==> src/rtl/cc_apb_master.sv <==
// rtl/cc_apb_master.sv - single-outstanding APB3 requester with bounded-wait timeout
module cc_apb_master #(
    parameter int ADDR_W         = 12,
    parameter int DATA_W         = 32,
    parameter int TIMEOUT_CYCLES = 16
) (
    input  logic              clk,
    input  logic              rst,
    input  logic              req_valid_i,
    output logic              req_ready_o,
    input  logic              req_write_i,
    input  logic [ADDR_W-1:0] req_addr_i,
    input  logic [DATA_W-1:0] req_wdata_i,
    output logic              rsp_valid_o,
    input  logic              rsp_ready_i,
    output logic [DATA_W-1:0] rsp_rdata_o,
    output logic              rsp_slverr_o,
    output logic              rsp_timeout_o,
    output logic              psel_o,
    output logic              penable_o,
    output logic [ADDR_W-1:0] paddr_o,
    output logic              pwrite_o,
    output logic [DATA_W-1:0] pwdata_o,
    input  logic              pready_i,
    input  logic [DATA_W-1:0] prdata_i,
    input  logic              pslverr_i
);

    typedef enum logic [1:0] {
        IDLE   = 2'd0,
        SETUP  = 2'd1,
        ACCESS = 2'd2,
        RESP   = 2'd3
    } state_t;

    // Counter value seen in the final permitted ACCESS cycle.
    localparam logic [7:0] TO_LAST = 8'(TIMEOUT_CYCLES - 1);

    state_t     state;
    logic [7:0] to_cnt;

    assign req_ready_o = (state == IDLE);

    always_ff @(posedge clk) begin
        if (rst) begin
            state         <= IDLE;
            to_cnt        <= '0;
            psel_o        <= 1'b0;
            penable_o     <= 1'b0;
            paddr_o       <= '0;
            pwrite_o      <= 1'b0;
            pwdata_o      <= '0;
            rsp_valid_o   <= 1'b0;
            rsp_rdata_o   <= '0;
            rsp_slverr_o  <= 1'b0;
            rsp_timeout_o <= 1'b0;
        end else begin
            unique case (state)
                IDLE: begin
                    if (req_valid_i) begin
                        paddr_o  <= req_addr_i;
                        pwrite_o <= req_write_i;
                        pwdata_o <= req_wdata_i;
                        psel_o   <= 1'b1;
                        state    <= SETUP;
                    end
                end
                SETUP: begin
                    penable_o <= 1'b1;
                    to_cnt    <= '0;
                    state     <= ACCESS;
                end
                ACCESS: begin
                    // pready wins over a timeout landing in the same cycle.
                    if (pready_i) begin
                        psel_o        <= 1'b0;
                        penable_o     <= 1'b0;
                        rsp_valid_o   <= 1'b1;
                        rsp_slverr_o  <= pslverr_i;
                        rsp_timeout_o <= 1'b0;
                        rsp_rdata_o   <= pwrite_o ? '0 : prdata_i;
                        state         <= RESP;
                    end else begin
                        to_cnt <= to_cnt + 8'd1;
                        if (to_cnt == TO_LAST) begin
                            psel_o        <= 1'b0;
                            penable_o     <= 1'b0;
                            rsp_valid_o   <= 1'b1;
                            rsp_slverr_o  <= 1'b1;
                            rsp_timeout_o <= 1'b1;
                            rsp_rdata_o   <= '0;
                            state         <= RESP;
                        end
                    end
                end
                RESP: begin
                    if (rsp_ready_i) begin
                        rsp_valid_o <= 1'b0;
                        state       <= IDLE;
                    end
                end
                default: state <= IDLE;
            endcase
        end
    end

endmodule

==> config.mk <==
export PLATFORM = sky130hd
export DESIGN_NAME = cc_apb_master
export DESIGN_NICKNAME = d
export VERILOG_FILES = /design/src/rtl/cc_apb_master.sv
export SDC_FILE = /design/constraint.sdc
export NUM_CORES = 1
export LEC_CHECK = 0
export CAP_MARGIN = 5
export CORE_MARGIN = 4
export CORE_UTILIZATION = 43
export CTS_CLUSTER_DIAMETER = 60
export DETAILED_ROUTE_END_ITERATION = 16
export MAX_ROUTING_LAYER = met4
export PLACE_DENSITY = 0.85
export SLEW_MARGIN = 25
export SYNTH_ARGS = -nofsm -noshare
export SYNTH_HDL_FRONTEND = slang
export SYNTH_SLANG_ARGS = --single-unit
==> constraint.sdc <==
create_clock -name clk -period 3.1 [get_ports clk]
set_input_delay 0.62 -clock clk [delete_from_list [all_inputs] [get_ports clk]]
set_output_delay 0.62 -clock clk [all_outputs]
set_load 0.02 [all_outputs]
==> results of run 1 <==
==> power groups by stage <==
stage / clock, W / combinational, W / sequential, W
floorplan: 0 / 0.000544 / 0.00172
detailed placement: 0 / 0.00138 / 0.00152
finish: 0.000820 / 0.00137 / 0.00149
global placement: 0 / 0.00135 / 0.00151
CTS: 0.000843 / 0.00139 / 0.00149
global route: 0.000894 / 0.00150 / 0.00151
==> cell families after synthesis <==
group	after synthesis	synth area share
flip-flops	92	0.552
buffers and inverters	28	0.0469
adder cells (fa/ha/maj)	5	0.0188
AO/OA/AOI/OAI	104	0.207
AND/OR/NAND/NOR	131	0.173
multiplexers	1	0.00300
==> worst min-delay path by stage <==
stage                                     endpoint  slack (ps)  cells past startpoint
after floorplan             to_cnt[7]$_SDFFE_PP0P_         450                      2
after global placement    paddr_o[11]$_SDFFE_PP0P_         440                      2
after detailed placement   paddr_o[6]$_SDFFE_PP0P_         450                      2
after CTS                  paddr_o[5]$_SDFFE_PP0P_         460                      2
after global routing      paddr_o[10]$_SDFFE_PP0P_         480                      2
final                      paddr_o[5]$_SDFFE_PP0P_         460                      2
==> layout by cell type, fill, tap and decap left out, types with 2 or more instances in the layout <==
cell / n
nand2b_1: 7
a21oi_1: 58
a211oi_1: 2
nor3_1: 2
o21ai_0: 3
clkinvlp_4: 2
a22o_1: 29
nor2_1: 7
ha_1: 5
nand4_1: 2
a22o_2: 2
clkbuf_8: 9
nand2_1: 95
a21boi_0: 2
and4b_1: 2
and3_2: 2
nand3_1: 4
inv_1: 4
buf_4: 4
or2_2: 3
clkdlybuf4s50_1: 164
inv_6: 2
buf_12: 2
dfxtp_1: 92
==> cell type report <==
cell class,instances,area [µm²],area share
clock buffers,9,124,0.0236
flip-flops and latches,92,1840,0.351
repair buffers,171,1720,0.327
well taps,99,124,0.0236
inverters,4,15.0,0.00286
multi-input cells,241,1340,0.256
clock inverters,7,82.6,0.0157
==> registers in the layout, indices dropped and copies added (netlist names), 2 cells and up <==
register	flops
paddr_o	12
rsp_rdata_o	32
to_cnt	8
state	2
pwdata_o	32
==> stage by stage <==
stage / hold slack [ps] / cell area, µm²
after floorplan: 452 / 3340
after global placement: 441 / 5040
after detailed placement: 449 / 5040
after CTS: 460 / 5250
after global routing: 479 / 5250
final: 457 / 5250
==> worst register-to-register path, cell delays in order (launching register included) <==
cell and delay [ps]:
dfxtp_1 390, inv_1 80, ha_1 200, buf_4 190, and2b_2 250, o21ai_4 120
a21oi_4 170, buf_12 190, a22o_2 260
==> metal layers <==
metal | GRT usage | vias to the layer above
li1 | - | 1553
met1 | 0.219 | 1450
met2 | 0.346 | 135
met3 | 0.0782 | 8
met4 | 0.0569 | 0
met5 | - | -
==> flow_summary.yaml, run 1 <==
floorplanning:
  coreArea_um2: 7410
  die_h_um: 96.1
  ios: 166
  die-area_um2: 9230
  start_util: 0.450
  die-width_um: 96.1
  rows: 31
synth:
  synthTopCellsByArea: "dfxtp_1 (55%), nand2_1 (11%), a21oi_1 (8.7%), a22o_1 (7.6%), ha_1 (1.9%)"
  ys_seq_area_frac: 0.552
  synth_cell_types: 39
  synth_top_area_share: 0.552
  async_flop_share: 0
  yosys_most_used_dff: "dfxtp_1"
  avgSynthCellArea_um2: 9.24
  synthCells: 361
  synth.most_common_cell: "nand2_1"
  synth-edff-count: 0
  syn_area_um2: 3340
  syn_nets: 449
  ys_top_cells_by_count: "nand2_1 (95), dfxtp_1 (92), a21oi_1 (58), a22o_1 (29), clkbuf_1 (11)"
  yosysTopAreaCell: "dfxtp_1"
  synth_warnings: 0
  synth-seq-cells: 92
finish:
  drive_gt1_frac: 0.0706
  fin_util: 0.708
  fin_cells: 623
  num_antenna_cells: 0
  num-fill-cells: 556
  final_nets: 607
  syn_to_final_growth_pct: 57.3
power_and_ir_drop:
  p_sw_w: 0.00129
  pwr-share-clk: 0.223
  pwr-share-comb: 0.372
  pwr-share-seq: 0.405
  powerDensity_nw_per_um2: 701
  p_sw_frac: 0.351
  internal_power_w: 0.00239
  peakVddDrop_v: 0.000358
  total_power_w: 0.00368
  power_leakage_nw: 1.95
routing:
  num_vias: 3146
  wl_um: 9310
  wl_met3_um: 1090
  drc: 0
  viasPerCell: 5.05
  routed.top_layer: "met4"
  drtAntennaViolNets: 0
  dr.pass1.iters: 4
  wl_met2_um: 4430
  m1WireLength_um: 3700
  routedWlPerCell_um: 14.9
  drt_iter0_drc: 101
sta:
  layout_min_cycle_time_ps: 2290
  setup_tns_ps: 0
  setup_ws_ps: 811
  period_share: 0.738
  final.setup_skew_ps: 10.9
  rsz0062_at_grt: "no"
  fmax_mhz: 437
  drv_slew: 0
  hold_violations: 0
  relSlewSlack: 0.581
  setup_viol: 0
  tightest_slew_ps: 629
grt:
  grt_max_degree: 56
  antenna_found_initial: 0
  grt_remaining_overflow: 0
  first_global_vias: 3105
  grt_use_total: 0.203
  grt_pass1_wl_um: 14200
placed_design:
  io_buffers: 165
  finalWeightedCongestion: 0.871
  place_ws_ps: 786
  hpwl_um: 6990
  dp_cells: 607
setup_path:
  crit_chain: "inv_1 -> ha_1 -> clkdlybuf4s50_1"
  critPathArrivalTime_ps: 1670
  critPathCapture: "req_ready_o"
  path_buf_inv: 2
  cp-startpoint: "state[0]$_SDFFE_PP0P_"
  slowest_delay_ps: 650
  reg2reg_from: "state[0]$_SDFFE_PP0P_"
  timing.reg2reg.setup_slack_ps: 1140
  rr_endpoint: "rsp_rdata_o[28]$_SDFFE_PP0P_"
  critPathLaunchType: "register"
  cpLargestDelayFamily: "buffers and inverters"
  end_kind: "output port"
  r2r_cells: 8
  path_max_fanout: 5
  critPathRequiredTime_ps: 2480
  cp.depth: 3
  path_class: "register to output port"
  cpMaxStageDelayCell: "clkdlybuf4s50_1"
min_path:
  min_from: "paddr_o[5]$_SDFFE_PP0P_"
  hp-class: "register to register"
clocking:
  clk_pin_slew_ps: 100
  cts_resized: 0
  post_cts_buffers: 0
  hold_buffers: 0
  tritoncts: "yes"
  cts_buffers: 9
  cts_root_buffer: "clkbuf_8"
  cts_max_level: 3
  clock_latency_ps: 350
  clk_path_buf_depth: 2
  clock_sinks: 92
outcome:
  status: "completed"
flow_run:
  cap_viol_max_count: 0
No activity file was read; power rests on OpenSTA's default activity.
==> run 2, diff against run 1 <==
- CORE_UTILIZATION: 43 -> 36
- PLACE_DENSITY: 0.85 -> 0.76
- clock period: 3.1 -> 2.1 ns (I/O delays scaled with it)
==> flow_summary.yaml, run 2 (synthesized netlist as in run 1, its figures left out) <==
clocking:
  clk_pin_slew_ps: 90
  clock_latency_ps: 350
  hold_buffers: 0
  cts_root_buffer: "clkbuf_8"
  cts_buffers: 9
  cts_resized: 1
  post_cts_buffers: 0
  cts_max_level: 3
  tritoncts: "yes"
  clk_path_buf_depth: 2
  clock_sinks: 92
finish:
  reg_top3: "pwdata_o: 32 flops, rsp_rdata_o: 32 flops, paddr_o: 12 flops"
  num-fill-cells: 772
  seqCellArea_um2: 1840
  final_cell_mix: "clkdlybuf4s50_1 (163), nand2_1 (95), dfxtp_1 (92), a21oi_1 (58), a22o_1 (29)"
  final_nets: 611
  drive_gt1_frac: 0.0777
  num_antenna_cells: 0
  syn_to_final_growth_pct: 58.9
  multi_input_area_um2: 1340
  fin_cells: 636
  layout_commonest_cell: "clkdlybuf4s50_1"
  finalInstanceArea_um2: 5300
grt:
  grt_max_degree: 39
  antenna_found_initial: 0
  grt_use_total: 0.171
  grt_pass1_wl_um: 14800
  grt_remaining_overflow: 0
  first_global_vias: 3027
routing:
  drtAntennaViolNets: 0
  wl_um: 9290
  viasPerCell: 4.97
  routedWlPerCell_um: 14.6
  dr.pass1.iters: 4
  drt_iter0_drc: 126
  num_vias: 3164
  drc: 0
setup_path:
  r2r_cells: 6
  critPathLaunchType: "register"
  path_class: "register to register"
  end_kind: "register"
  critPathArrivalTime_ps: 2100
  rr_endpoint: "rsp_rdata_o[29]$_SDFFE_PP0P_"
  path_max_fanout: 32
  timing.reg2reg.setup_slack_ps: 240
  reg2reg_from: "to_cnt[0]$_SDFFE_PP0P_"
  critPathRequiredTime_ps: 2340
min_path:
  min_from: "rst"
  min_to: "to_cnt[0]$_SDFFE_PP0P_"
  min_delay_path_depth: 2
  hp-class: "primary input to register"
placed_design:
  finalWeightedCongestion: 0.815
  io_buffers: 165
  place_area_um2: 5090
  hpwl_um: 6990
  dp_cells: 620
floorplanning:
  rows: 34
  die-area_um2: 10900
  coreArea_um2: 8850
  die_h_um: 104
  die-width_um: 104
  ios: 166
  start_util: 0.377
sta:
  setup_viol: 0
  rsz0062_at_grt: "no"
  setup_tns_ps: 0
  drv_slew: 0
  hold_violations: 0
  fmax_mhz: 538
  final.setup_skew_ps: 14.4
  layout_min_cycle_time_ps: 1860
  relSlewSlack: 0.765
  period_share: 0.886
  tightest_slew_ps: 353
outcome:
  status: "completed"
power_and_ir_drop:
  powerDensity_nw_per_um2: 1030
  peakVddDrop_v: 0.000528
  power_leakage_nw: 1.98
flow_run:
  cap_viol_max_count: 0
run 2: changes by cell type in the layout (fill, tap and decap cells not counted):
cell / before / now
dlygate4sd2_1: 0 / 1
clkbuf_8: 9 / 10
buf_4: 4 / 7
clkdlybuf4s50_1: 164 / 163
clkinv_2: 0 / 1
clkinvlp_4: 2 / 1
buf_12: 2 / 3
inv_8: 1 / 0
run 2: power by group:
group / total (W) / internal (W) / switching (W)
clock: 0.00121 / 0.000591 / 0.000616
combinational: 0.00206 / 0.000944 / 0.00112
sequential: 0.00219 / 0.00203 / 0.000160
total: 0.00546 / 0.00357 / 0.00189
run 2: how the worst max path moves through the flow:
| stage | end | start |
|---|---|---|
| 6_report | rsp_rdata_o[29]$_SDFFE_PP0P_ | to_cnt[0]$_SDFFE_PP0P_ |
| 5_1_grt | rsp_rdata_o[29]$_SDFFE_PP0P_ | to_cnt[0]$_SDFFE_PP0P_ |
| 4_1_cts | req_ready_o | state[0]$_SDFFE_PP0P_ |
| 3_5_place_dp | rsp_rdata_o[28]$_SDFFE_PP0P_ | pready_i |
| 3_3_place_gp | rsp_rdata_o[28]$_SDFFE_PP0P_ | pready_i |
| 2_1_floorplan | paddr_o[0]$_SDFFE_PP0P_ | state[0]$_SDFFE_PP0P_ |
run 2: per-layer routing:
metal  vias to the layer above  routed length, µm  part of all wire  GRT usage
li1                       1559                  -                 -          -
met1                      1464               4040              0.43      0.197
met2                       130               4480              0.48      0.287
met3                        11                634             0.068     0.0515
met4                         0                133             0.014     0.0541
met5                         -                  0                 0          -
run 2: per-stage QoR:
step           utilization  hold slack (ps)  power, W  setup slack [ps]
6_report             0.599              430   0.00546               240
5_1_grt              0.599              439   0.00579               119
4_1_cts              0.599              411   0.00554               224
3_5_place_dp         0.576              446   0.00432               178
3_3_place_gp         0.576              441   0.00427               186
2_1_floorplan            -              452   0.00334               440
run 2: critical path: stages (launching register included):
cell     delay (ps)
dfxtp_1         430
ha_1            230
nand3_1         240
o21ai_4         330
a21oi_4         100
buf_12          180
a22o_2          260
run 2: cell type report:
type / instances / share of cell area
multi-input cells: 241 / 0.253
clock buffers: 10 / 0.0260
flip-flops and latches: 92 / 0.348
well taps: 108 / 0.0255
inverters: 4 / 0.00283
repair buffers: 175 / 0.332
clock inverters: 6 / 0.0130
==> run 3, diff against run 2 <==
--- a/constraint.sdc
+++ b/constraint.sdc
@@ -3,2 +3,2 @@
 set_output_delay 0.42 -clock clk [all_outputs]
-set_load 0.02 [all_outputs]
+set_load 0.05 [all_outputs]
==> flow_summary.yaml, run 3 (synthesized netlist as in run 1, its figures left out) <==
outcome:
  status: "completed"
min_path:
  min_to: "to_cnt[0]$_SDFFE_PP0P_"
  min_from: "rst"
  min_delay_path_depth: 2
  hp-class: "primary input to register"
routing:
  viasPerCell: 4.92
  routedWlPerCell_um: 14.8
  drtAntennaViolNets: 0
  num_vias: 3130
  drt_iter0_drc: 82
  dr.pass1.iters: 4
  drc: 0
  wl_um: 9400
floorplanning:
  ios: 166
  start_util: 0.377
  rows: 34
  die_h_um: 104
  die-area_um2: 10900
  coreArea_um2: 8850
  die-width_um: 104
sta:
  fmax_mhz: 503
  final.setup_skew_ps: 11.5
  period_share: 0.947
  setup_viol: 0
  tightest_slew_ps: 538
  drv_slew: 0
  hold_violations: 0
  relSlewSlack: 0.640
  rsz0062_at_grt: "no"
  layout_min_cycle_time_ps: 1990
  setup_tns_ps: 0
clocking:
  tritoncts: "yes"
  post_cts_buffers: 0
  clock_sinks: 92
  cts_resized: 0
  cts_root_buffer: "clkbuf_8"
  hold_buffers: 0
  cts_buffers: 9
  cts_max_level: 3
  clk_path_buf_depth: 2
  clk_pin_slew_ps: 90
  clock_latency_ps: 350
grt:
  grt_remaining_overflow: 0
  grt_max_degree: 36
  use_met2: 0.292
  met1_usage: 0.209
  groute.layer.met3.usage: 0.0565
  grt_use_total: 0.177
  first_global_vias: 3107
  grt_pass1_wl_um: 15300
  grt_busiest_layer: "met2"
  antenna_found_initial: 0
setup_path:
  r2r_cells: 6
  end_kind: "output port"
  cpLargestDelayFamily: "buffers and inverters"
  rr_endpoint: "rsp_rdata_o[28]$_SDFFE_PP0P_"
  path_buf_inv: 1
  slowest_delay_ps: 840
  path_max_fanout: 4
  critPathRequiredTime_ps: 1680
  crit_chain: "clkdlybuf4s50_1"
  critPathArrivalTime_ps: 1570
  cpMaxStageDelayCell: "clkdlybuf4s50_1"
  timing.reg2reg.setup_slack_ps: 260
  path_class: "register to output port"
  critPathLaunchType: "register"
  reg2reg_from: "to_cnt[0]$_SDFFE_PP0P_"
power_and_ir_drop:
  pwr-share-clk: 0.196
  p_sw_w: 0.00254
  pwr-share-seq: 0.361
  p_sw_frac: 0.419
  internal_power_w: 0.00353
  total_power_w: 0.00607
  pwr-share-comb: 0.443
  power_leakage_nw: 1.98
  peakVddDrop_v: 0.000656
  powerDensity_nw_per_um2: 1150
finish:
  num_antenna_cells: 0
  fin_util: 0.598
  reg_top3: "pwdata_o: 32 flops, rsp_rdata_o: 32 flops, paddr_o: 12 flops"
  num-fill-cells: 765
  layout_commonest_cell: "clkdlybuf4s50_1"
  final_cell_mix: "clkdlybuf4s50_1 (163), nand2_1 (95), dfxtp_1 (92), a21oi_1 (58), a22o_1 (29)"
  final_nets: 611
  syn_to_final_growth_pct: 58.6
  drive_gt1_frac: 0.0795
placed_design:
  finalWeightedCongestion: 0.834
  hpwl_um: 7040
  io_buffers: 165
flow_run:
  cap_viol_max_count: 0
-- run 3: layout make-up --
cell class              instances  area [µm²]  share of cell area
clock buffers                   9         124              0.0234
flip-flops and latches         92        1840               0.348
multi-input cells             241        1340               0.254
inverters                       4        15.0             0.00284
clock inverters                 7        75.1              0.0142
well taps                     108         135              0.0255
repair buffers                175        1760               0.332
-- run 3: how the worst max path moves through the flow --
stage               cells past startpoint                            to                   from  slack [ps]
finish                                  1                      pwrite_o  pwrite_o$_SDFFE_PP0P_         110
global route                            1                      pwrite_o  pwrite_o$_SDFFE_PP0P_          50
CTS                                     1                      pwrite_o  pwrite_o$_SDFFE_PP0P_          80
detailed placement                      6  rsp_rdata_o[28]$_SDFFE_PP0P_               pready_i         170
global placement                        6  rsp_rdata_o[28]$_SDFFE_PP0P_               pready_i         180
floorplan                               7       paddr_o[0]$_SDFFE_PP0P_  state[0]$_SDFFE_PP0P_         200
-- run 3: through the flow --
step | std cells | setup WS, ps | instance area (µm²) | hold slack [ps]
4_1_cts | 636 | 75.8 | 5290 | 403
2_1_floorplan | 361 | 204 | 3340 | 452
3_3_place_gp | 620 | 183 | 5090 | 441
6_report | 636 | 112 | 5290 | 424
3_5_place_dp | 620 | 169 | 5090 | 446
5_1_grt | 636 | 51.9 | 5290 | 441
-- run 3: power by group through the flow --
| stage | clock, W | combinational [W] | sequential (W) |
|---|---|---|---|
| finish | 0.00119 | 0.00269 | 0.00219 |
| global route | 0.00131 | 0.00287 | 0.00224 |
| CTS | 0.00125 | 0.00271 | 0.00220 |
| detailed placement | 0 | 0.00270 | 0.00224 |
| global placement | 0 | 0.00266 | 0.00222 |
| floorplan | 0 | 0.000838 | 0.00312 |
-- run 3: routing by layer --
layer	wire length [µm]	part of all wire	up-vias
li1	-	-	1562
met5	0	0	-
met2	4490	0.48	121
met4	119	0.013	0
met3	671	0.071	11
met1	4120	0.44	1436
